### src/rtl/led_sequencer.sv
// rtl/led_sequencer.sv - LED pattern scheduler: off, rotating red ring, breathing green PWM, all-on.
// Everything is held clear while the PLL is unlocked; i_mode is still tracked so the pattern starts clean.
module led_sequencer #(
  parameter int PRESCALE     = 390,
  parameter int PWM_BITS     = 8,
  parameter int STEP_PERIODS = 64,
  parameter int DUTY_STEP    = 8
) (
  input  logic       i_clk,
  input  logic       i_rst,
  input  logic       i_locked,
  input  logic [1:0] i_mode,
  output logic [4:0] o_led,
  output logic       o_step
);

  localparam int PW = $clog2(PRESCALE);
  localparam int SW = (STEP_PERIODS > 1) ? $clog2(STEP_PERIODS) : 1;
  localparam logic [PWM_BITS-1:0] MAX       = {PWM_BITS{1'b1}};
  localparam logic [PW-1:0]       PRE_LAST  = PW'(PRESCALE - 1);
  localparam logic [SW-1:0]       STEP_LAST = SW'(STEP_PERIODS - 1);
  localparam logic [PWM_BITS:0]   DSTEP     = (PWM_BITS + 1)'(DUTY_STEP);

  typedef enum logic [1:0] {MODE_OFF, MODE_ROTATE, MODE_BREATHE, MODE_ALL_ON} mode_e;
  typedef enum logic [1:0] {POS_T, POS_R, POS_B, POS_L} pos_e;

  logic [PW-1:0]       pre_q,  pre_d;
  logic [PWM_BITS-1:0] pwm_q,  pwm_d;
  logic [SW-1:0]       stp_q,  stp_d;
  mode_e               mode_q, mode_d;
  pos_e                pos_q,  pos_d;
  logic [PWM_BITS-1:0] duty_q, duty_d;
  logic                dir_q,  dir_d;   // 0 = rising, 1 = falling
  logic [4:0]          led_q,  led_d;
  logic                step_q, step_d;

  logic                tick, period_end, step, mode_chg;
  logic [PWM_BITS:0]   duty_up, duty_dn;
  logic [4:0]          led_pat;

  // State register
  always_ff @(posedge i_clk or posedge i_rst) begin
    if (i_rst) begin
      pre_q  <= '0;
      pwm_q  <= '0;
      stp_q  <= '0;
      mode_q <= MODE_OFF;
      pos_q  <= POS_T;
      duty_q <= '0;
      dir_q  <= 1'b0;
      led_q  <= '0;
      step_q <= 1'b0;
    end else begin
      pre_q  <= pre_d;
      pwm_q  <= pwm_d;
      stp_q  <= stp_d;
      mode_q <= mode_d;
      pos_q  <= pos_d;
      duty_q <= duty_d;
      dir_q  <= dir_d;
      led_q  <= led_d;
      step_q <= step_d;
    end
  end

  // Next state
  always_comb begin
    tick       = (pre_q == PRE_LAST);
    period_end = tick && (pwm_q == MAX);
    step       = period_end && (stp_q == STEP_LAST);
    mode_chg   = (i_mode != mode_q);

    pre_d  = tick ? '0 : pre_q + 1'b1;
    pwm_d  = tick ? pwm_q + 1'b1 : pwm_q;
    stp_d  = period_end ? ((stp_q == STEP_LAST) ? '0 : stp_q + 1'b1) : stp_q;
    mode_d = mode_e'(i_mode);
    pos_d  = pos_q;
    duty_d = duty_q;
    dir_d  = dir_q;
    step_d = step;
    led_d  = led_pat;

    // One extra bit: an underflow shows up in the MSB, an overshoot stays representable
    duty_up = {1'b0, duty_q} + DSTEP;
    duty_dn = {1'b0, duty_q} - DSTEP;

    if (mode_chg) begin
      pos_d  = POS_T;
      duty_d = '0;
      dir_d  = 1'b0;
    end else if (step) begin
      if (mode_q == MODE_ROTATE) begin
        pos_d = pos_e'(pos_q + 2'd1);
      end else if (mode_q == MODE_BREATHE) begin
        if (!dir_q) begin
          if (duty_up >= {1'b0, MAX}) begin
            duty_d = MAX;
            dir_d  = 1'b1;
          end else begin
            duty_d = duty_up[PWM_BITS-1:0];
          end
        end else begin
          if (duty_dn[PWM_BITS] || duty_dn == '0) begin
            duty_d = '0;
            dir_d  = 1'b0;
          end else begin
            duty_d = duty_dn[PWM_BITS-1:0];
          end
        end
      end
    end

    if (!i_locked) begin
      pre_d  = '0;
      pwm_d  = '0;
      stp_d  = '0;
      pos_d  = POS_T;
      duty_d = '0;
      dir_d  = 1'b0;
      led_d  = '0;
      step_d = 1'b0;
    end
  end

  // Output pattern from current state
  always_comb begin
    led_pat = '0;
    case (mode_q)
      MODE_ROTATE:  led_pat = 5'b00001 << pos_q;
      MODE_BREATHE: led_pat = {(pwm_q < duty_q), 4'b0000};
      MODE_ALL_ON:  led_pat = 5'b11111;
      default:      led_pat = '0;
    endcase
  end

  assign o_led  = led_q;
  assign o_step = step_q;

endmodule

### config.mk
export PLATFORM = sky130hd
export DESIGN_NAME = led_sequencer
export DESIGN_NICKNAME = d
export VERILOG_FILES = /design/src/rtl/led_sequencer.sv
export SDC_FILE = /design/constraint.sdc
export NUM_CORES = 1
export LEC_CHECK = 0
export ABC_AREA = 0
export CAP_MARGIN = 10
export CORE_ASPECT_RATIO = 0.9
export CORE_MARGIN = 2
export CORE_UTILIZATION = 63
export DETAILED_ROUTE_END_ITERATION = 7
export PLACE_DENSITY_LB_ADDON = 0.12
export SYNTH_ARGS = -nofsm -noshare
export SYNTH_HDL_FRONTEND = slang
export SYNTH_SLANG_ARGS = --single-unit
### constraint.sdc
create_clock -name i_clk -period 4.8 [get_ports i_clk]
set_clock_uncertainty 0.05 [all_clocks]
set_input_delay 0.96 -clock i_clk [delete_from_list [all_inputs] [get_ports i_clk]]
set_output_delay 0.96 -clock i_clk [all_outputs]
set_load 0.05 [all_outputs]
## Word level (Yosys, flattened, before mapping)

Cells that the tools add are included.

- Output and inout bits: 6
- Input port bits: 5
- Register bits after elaboration: 42

- Multiplexer cells: 30
- Reduce and logical (&&, ||, !) cells: 6
- Shift-type cells: 1
- Magnitude comparators: 2
- Add/sub/neg operators: 6
- Equal/unequal tests: 13

Operator list:

| cell | number |
|---|---|
| $mux 8 | 10 |
| $mux 6 | 3 |
| $mux 9 | 2 |
| $pmux 5 s3 | 1 |
| $add 8x4->9 const B | 1 |
| $add 9x1->9 const B | 1 |
| $eq 9x9->1 const B | 1 |
| $ge 9x8->1 const B | 1 |
| $logic_not 9->1 | 1 |
| $mux 1 | 9 |
| $ne 3x1->1 const B | 3 |
| $sub 8x4->9 const B | 1 |
| $add 8x1->8 const B | 1 |
| $eq 8x8->1 const B | 1 |
| $lt 8x8->1 | 1 |
| $mux 2 | 4 |
| $add 6x1->6 const B | 1 |
| $eq 6x6->1 const B | 1 |
| $mux 5 | 1 |
| $shl 1x2->5 const A | 1 |
| $eq 2x2->1 const B | 2 |
| $ne 2x1->1 const B | 2 |
| $ne 3x3->1 const B | 1 |
| $reduce_and 3->1 | 1 |
| 6 further kinds | 7 |

## Longest topological paths before layout

Gate-level depths: netlist of the first run.

- Word-level depth: 10
- Mapped depth: 8
- Gate-level depth less buffers: 7

## Least setup slack after synthesis of the first run

Ideal clock, no wire load.

- Path kind: register to register
- Start point: register pre_q[4]
- End point: register stp_q[5]
- Slack: 2.604 ns
- Buffers on the path: 0
- Stages on the path, launching flop included: 6
- Data required time: 4.673 ns
- Arrival: 2.069 ns
- Path through: dfrtp_1 > or4b_4 > or3_4 > or2_4 > or3_1 > a21oi_1

- Word-level cells in the longest chain between the ends: 3

RTL lines:

| element | line | text |
|---|---|---|
| from (decl) | 27 | `logic [PW-1:0] pre_q, pre_d;` |
| from (signal assigned) | 54 | `pre_q <= pre_d;` |
| $eq 9x9->1 | 68 | `tick = (pre_q == PRE_LAST);` |
| $logic_and 1x1->1 | 69 | `period_end = tick && (pwm_q == MAX);` |
| $ne 2x1->1 (no source line) | -- |  |
| to (signal assigned) | 56 | `stp_q <= stp_d;` |
| to (decl) | 29 | `logic [SW-1:0] stp_q, stp_d;` |

No other way between the ends.
A chain may end at the register's enable or synchronous reset.

## Final worst setup path of the first run

- Start point: register pre_q[4]
- End point: register duty_q[6]

- Word-level cells in the longest chain between the ends: 5

RTL lines:

| element | line | text |
|---|---|---|
| $eq 9x9->1 | 68 |  |
| $logic_and 1x1->1 | 69 |  |
| $logic_and 1x1->1 | 70 | `step = period_end && (stp_q == STEP_LAST);` |
| $ne 3x1->1 (no source line) | -- |  |
| $reduce_and 3->1 (no source line) | -- |  |
| to (signal assigned) | 59 | `duty_q <= duty_d;` |
| to (decl) | 32 | `logic [PWM_BITS-1:0] duty_q, duty_d;` |

No other way between the ends.

==> results.yml, run 1 <==
run_status:
  status: "completed"
logic_synthesis:
  synth_flop_cell: "dfrtp_1"
  synth_nets: 275
  synth_area_um2: 2350
  netlist.area_leader.share_pct: 42.5
  yosys_register_bits: 40
  yosys_warnings: 0
  synth_area_leaders: "dfrtp_1 43%, ha_1 9.6%, nor2_1 6.7%, xor2_1 4.8%, xnor2_1 3.0%"
  yosysTopAreaCell: "dfrtp_1"
  syn_area_per_cell_um2: 9.34
  synthTopCellsByCount: "42 x nor2_1, 40 x dfrtp_1, 18 x ha_1"
  synth-edff-count: 0
  synth_cell_types: 46
  post-synth-top-count-cell: "nor2_1"
  ys_async_sr_fraction_pct: 100
  synth_seq_area_share_pct: 42.5
  postSynthCellCount: 252
die:
  initial_core_util_pct: 64.4
  dieArea_um2: 4240
  die_y_um: 62.0
  rows: 21
  die_w_um: 68.4
  io_pins: 11
  core_um2: 3650
timing:
  max-slew-margin-rel_pct: 56.0
  finalSetupViolCount: 0
  grt_setup_unrepaired: "no"
  fmax_ghz: 0.405
  slew_viol_final: 0
  hold_viol: 0
  period_share_pct: 51.5
  tns_ps: 0
  worst_slew_pin_slew_ps: 651
  fin_crit_ps: 2470
critical_path:
  critPathArrivalTime_ps: 2620
  crit_chain: "or4b_4 > nor4_4 > nor2b_1 > a21oi_1 > a211oi_1"
  slowest_delay_ps: 580
  slowest_stage: "or4b_4"
  start_kind: "flip-flop"
  crit_type: "flip-flop to flip-flop"
  end_kind: "flip-flop"
  worstPathMaxFanout: 8
  crit_required_ps: 4950
final_layout:
  area_growth_pct: 10.4
  final_nets: 286
  drive_gt1_share_pct: 5.30
  fill_cells: 279
  antenna_cells: 0
  final_cells: 310
power:
  peakVddDrop_v: 0.000323
  power_density_nw_per_um2: 250
  leakage_nw: 1.11
cts:
  cts_tree: "yes"
  cts_sinks: 40
  numCtsBuffers: 5
  hold_buffers: 0
  clk_path_buf_depth: 2
  post-cts-setup-buffers: 0
  path_clk_slew_ps: 70
  clock_latency_ps: 290
  post_cts_resized: 0
  root_buffer: "clkbuf_8"
  htree_levels: 2
detailed_routing:
  vias: 1798
  drt_iter0_drc: 112
  vias_per_cell: 5.80
  antenna_left: 0
  wl_mm: 4.61
  first_pass_iters: 4
  wire_per_inst_um: 14.9
  drc: 0
placement:
  portBuffers: 10
  place_inst: 302
  dp_hpwl_mm: 3.26
  gp_congestion: 0.796
global_routing:
  gr-total-overflow: 0
  antenna_found_initial: 0
  grt_pass1_wl_mm: 7.50
  grt_usage_pct: 24.6
  grt_start_max_net_pins: 41
  grt_pass1_vias: 1548
min_path:
  hp-class: "flip-flop to flip-flop"
run:
  maxCapViolCount: 0
[path summary, 6_finish.rpt]
path | start | end | slack, ps | depth (start not counted)
worst max-delay path | pre_q[4] | duty_q[6] | 2330 | 5
worst min-delay path | pre_q[0] | pre_q[0] | 500 | 1
worst max register to register | pre_q[4] | duty_q[6] | 2330 | 5
worst min register to register | pre_q[0] | pre_q[0] | 500 | 1
max in group asynchronous | i_rst | duty_q[6] | 3330 | 3
min in group asynchronous | i_rst | pwm_q[1] | 1020 | 3
[layer usage]
metal / wire length, um / track usage, %
met1: 2210 / 35.6
met2: 2120 / 37.0
met3: 211 / 5.41
met4: 64 / 7.71
met5: 0 / 0
[cells in the final DEF, fill, tap and decap left out, types with 2 or more instances in the layout]
cell              n
xnor2_1           8
o31ai_1           2
nand3_1          11
a211oi_1          3
and3_1            6
a21oi_1           7
nand4_1          10
nand2_1          16
nor3_1            6
ha_1             18
nor2_1           42
and2_1            2
nor2b_1           3
dfrtp_1          40
clkdlybuf4s50_1  10
inv_1            14
nand2b_1          2
clkbuf_8          5
a21o_1            3
xor2_1           13
o2111ai_1         2
a31oi_1           3
o21ai_0           7
mux2i_1           5
[sequential cells by signal, indices dropped and copies added (netlist names)]
register and count:
dir_q 1, duty_q 6, mode_q 2, o_led 5, o_step 1, pos_q 2
pre_q 9, pwm_q 8, stp_q 6
[worst max-delay path, delay by kind of cell (launching register included)]
| family | cells | cell delay, ps |
|---|---|---|
| AOI/OAI and AO/OA | 2 | 340 |
| and+or+nand+nor | 3 | 1570 |
| DFF | 1 | 410 |
[through the flow]
step | utilization [%] | worst slack [ps] | total power [mW] | hold WS (ps) | instance area (um^2)
4_1_cts | 71.2 | 2310 | 0.656 | 505 | 2600
3_5_place_dp | 68.2 | 2320 | 0.389 | 492 | 2490
3_3_place_gp | 68.2 | 2360 | 0.389 | 483 | 2490
6_report | 71.2 | 2330 | 0.649 | 503 | 2600
5_1_grt | 71.2 | 2120 | 0.669 | 548 | 2600
2_1_floorplan | - | 2600 | 0.375 | 447 | 2350
[final cells by class]
| type | count | area [um^2] | area share, % |
|---|---|---|---|
| Timing Repair Buffer | 11 | 108 | 4.14 |
| Multi-Input combinational cell | 191 | 1270 | 49.0 |
| Inverter | 14 | 52.6 | 2.02 |
| Clock buffer | 6 | 72.6 | 2.79 |
| Sequential cell | 40 | 1000 | 38.5 |
| Tap cell | 46 | 57.6 | 2.21 |
| Clock inverter | 2 | 35.0 | 1.35 |
[report_power, final]
group          internal (mW)  total [mW]  switching (mW)
Clock                  0.154       0.267           0.112
Sequential             0.341       0.346         0.00504
Combinational         0.0116      0.0362          0.0246
[cell families after synthesis]
kind of cell / synth area share, %
AO/OA/AOI/OAI: 10.2
XOR/XNOR: 7.82
adder cells (fa/ha/maj): 9.57
buffers and inverters: 3.40
flip-flops: 42.5
multiplexers: 2.61
AND/OR/NAND/NOR: 23.9
Power figures use the tool's default switching activity.
==> run 2: changes to the inputs <==
CORE_UTILIZATION = 54   (was 63)
clock period = 2.2 ns   (was 4.8 ns; I/O delays follow)
==> run 2 against run 1 <==
Against the previous run:
- combinational power grew to 2.5 times the previous value
- count of clock-buffer cells in the layout up 2
- sequential power rose by 120%
- power rose by 110%
- register-to-register slack got worse by 2300 ps
- worst hold slack got worse by 12 ps
- core utilization shrank 4.1 points
- sequential cell count stayed put
- sequential share of layout area shrank 2.4 points
- cell count up 8.1%
- die area is 16% higher
- worst setup slack worse by 2300 ps
- largest cell class unchanged
==> results.yml, run 2 (synthesis results as in run 1) <==
placement:
  pre_cts_slack_ps: -9.87
  portBuffers: 10
  dp_hpwl_mm: 3.54
  gp_congestion: 0.887
detailed_routing:
  vias_per_cell: 5.67
  first_pass_iters: 6
  drt_iter0_drc: 110
  drc: 0
  vias: 1898
  wl_mm: 4.77
  antenna_left: 0
  wire_per_inst_um: 14.2
critical_path:
  crit_end: "stp_q[5]"
  cpLargestDelayFamily: "simple AND/OR/NAND/NOR gates"
  crit_chain: "or4b_4 > or3_4 > or2_4 > or3_1 > a21oi_1"
  slowest_stage: "or4b_4"
  start_kind: "flip-flop"
  rr_startpoint: "pre_q[6]"
  rr_endpoint: "stp_q[5]"
  rr_worst_depth: 5
  worstPathMaxFanout: 4
  crit_cells: 5
  crit_type: "flip-flop to flip-flop"
  slowest_delay_ps: 550
  end_kind: "flip-flop"
  critPathArrivalTime_ps: 2320
  path_buf_inv: 0
  reg2reg_slack_ps: 50
  startpoint: "pre_q[6]"
  crit_required_ps: 2370
final_layout:
  mostFrequentLayoutCells: "42 x nor2_1, 40 x dfrtp_1, 23 x buf_4"
  largestRegisters: "pre_q (9), pwm_q (8)"
  drive_gt1_share_pct: 13.2
  area_growth_pct: 17.7
  largest_reg_flops: 9
  largest-register: "pre_q"
  final_nets: 309
  antenna_cells: 0
  final_common_cell: "nor2_1"
die:
  initial_core_util_pct: 57.0
  die_y_um: 66.6
  io_pins: 11
  die_w_um: 73.6
  rows: 22
  dieArea_um2: 4900
  core_um2: 4130
cts:
  cts_sinks: 40
  clock_latency_ps: 280
  htree_levels: 2
  numCtsBuffers: 5
  hold_buffers: 0
  root_buffer: "clkbuf_8"
  path_clk_slew_ps: 80
  clk_path_buf_depth: 2
  cts_tree: "yes"
power:
  power_density_nw_per_um2: 483
  leakage_nw: 1.22
  peakVddDrop_v: 0.000442
  totalPowerFinal_mw: 1.34
global_routing:
  antenna_found_initial: 0
  grt_pass1_vias: 1838
  gr-total-overflow: 0
  grt_usage_pct: 22.6
  grt_start_max_net_pins: 41
  grt_pass1_wl_mm: 8.49
timing:
  grt_setup_unrepaired: "yes"
  finalSetupViolCount: 0
  worst_slew_pin_slew_ps: 516
  finalWorstSetupSlack_ps: 45.2
  hold_viol: 0
  fmax_ghz: 0.464
  fin_crit_ps: 2150
  tns_ps: 0
  period_share_pct: 97.9
  slew_viol_final: 0
  max-slew-margin-rel_pct: 65.6
run:
  maxCapViolCount: 0
min_path:
  hp-class: "flip-flop to flip-flop"
run_status:
  status: "completed"
-- run 2: what timing repair did --
item | in CTS | in global routing
cloned | 0 | 0
setup endpoints to repair | 2 | 8
resized for setup | 1 | 3
buffers inserted | 0 | 5
pin swaps | 1 | 9
-- run 2: routing by layer --
layer / GRT usage [%] / routed length (um)
met1: 32.4 / 2390
met2: 34.9 / 2210
met3: 3.48 / 91
met4: 7.50 / 76
met5: 0 / 0
-- run 2: final cells by class --
class                   count  area (um^2)
clock buffers               8         90.1
well taps                  48         60.1
fillers                   344         1360
multi-input cells         191         1280
flip-flops and latches     40         1000
inverters                  14         52.6
repair buffers             34          284
-- run 2: how the worst min path moves through the flow --
stage | from | endpoint | slack, ps | cells after the start
2_1_floorplan | i_mode[0] | mode_q[0] | 420 | 0
3_5_place_dp | pre_q[8] | pre_q[8] | 480 | 2
4_1_cts | pre_q[8] | pre_q[8] | 500 | 2
6_report | pre_q[8] | pre_q[8] | 490 | 2
5_1_grt | pre_q[8] | pre_q[8] | 540 | 2
3_3_place_gp | pre_q[8] | pre_q[8] | 470 | 2
-- run 2: tightest hold or removal path, stage by stage (launching register included) --
cell and delay, ps:
dfrtp_1 350, xor2_1 70, nor2_1 80
-- run 2: per-stage QoR --
step                      utilization (%)  hold slack, ps  std cells  area [um^2]
after CTS                            66.0             496        330         2720
final                                67.1             491        335         2770
after floorplan                         -             421        252         2350
after global routing                 67.1             544        335         2770
after detailed placement             63.7             475        322         2630
after global placement               63.7             469        322         2630
-- run 2: report_power, final --
group,internal [mW],leakage (nW),switching [mW]
Combinational,0.0318,0.626,0.0594
Sequential,0.745,0.549,0.00731
Clock,0.256,0.0455,0.239
Total,1.03,1.22,0.306
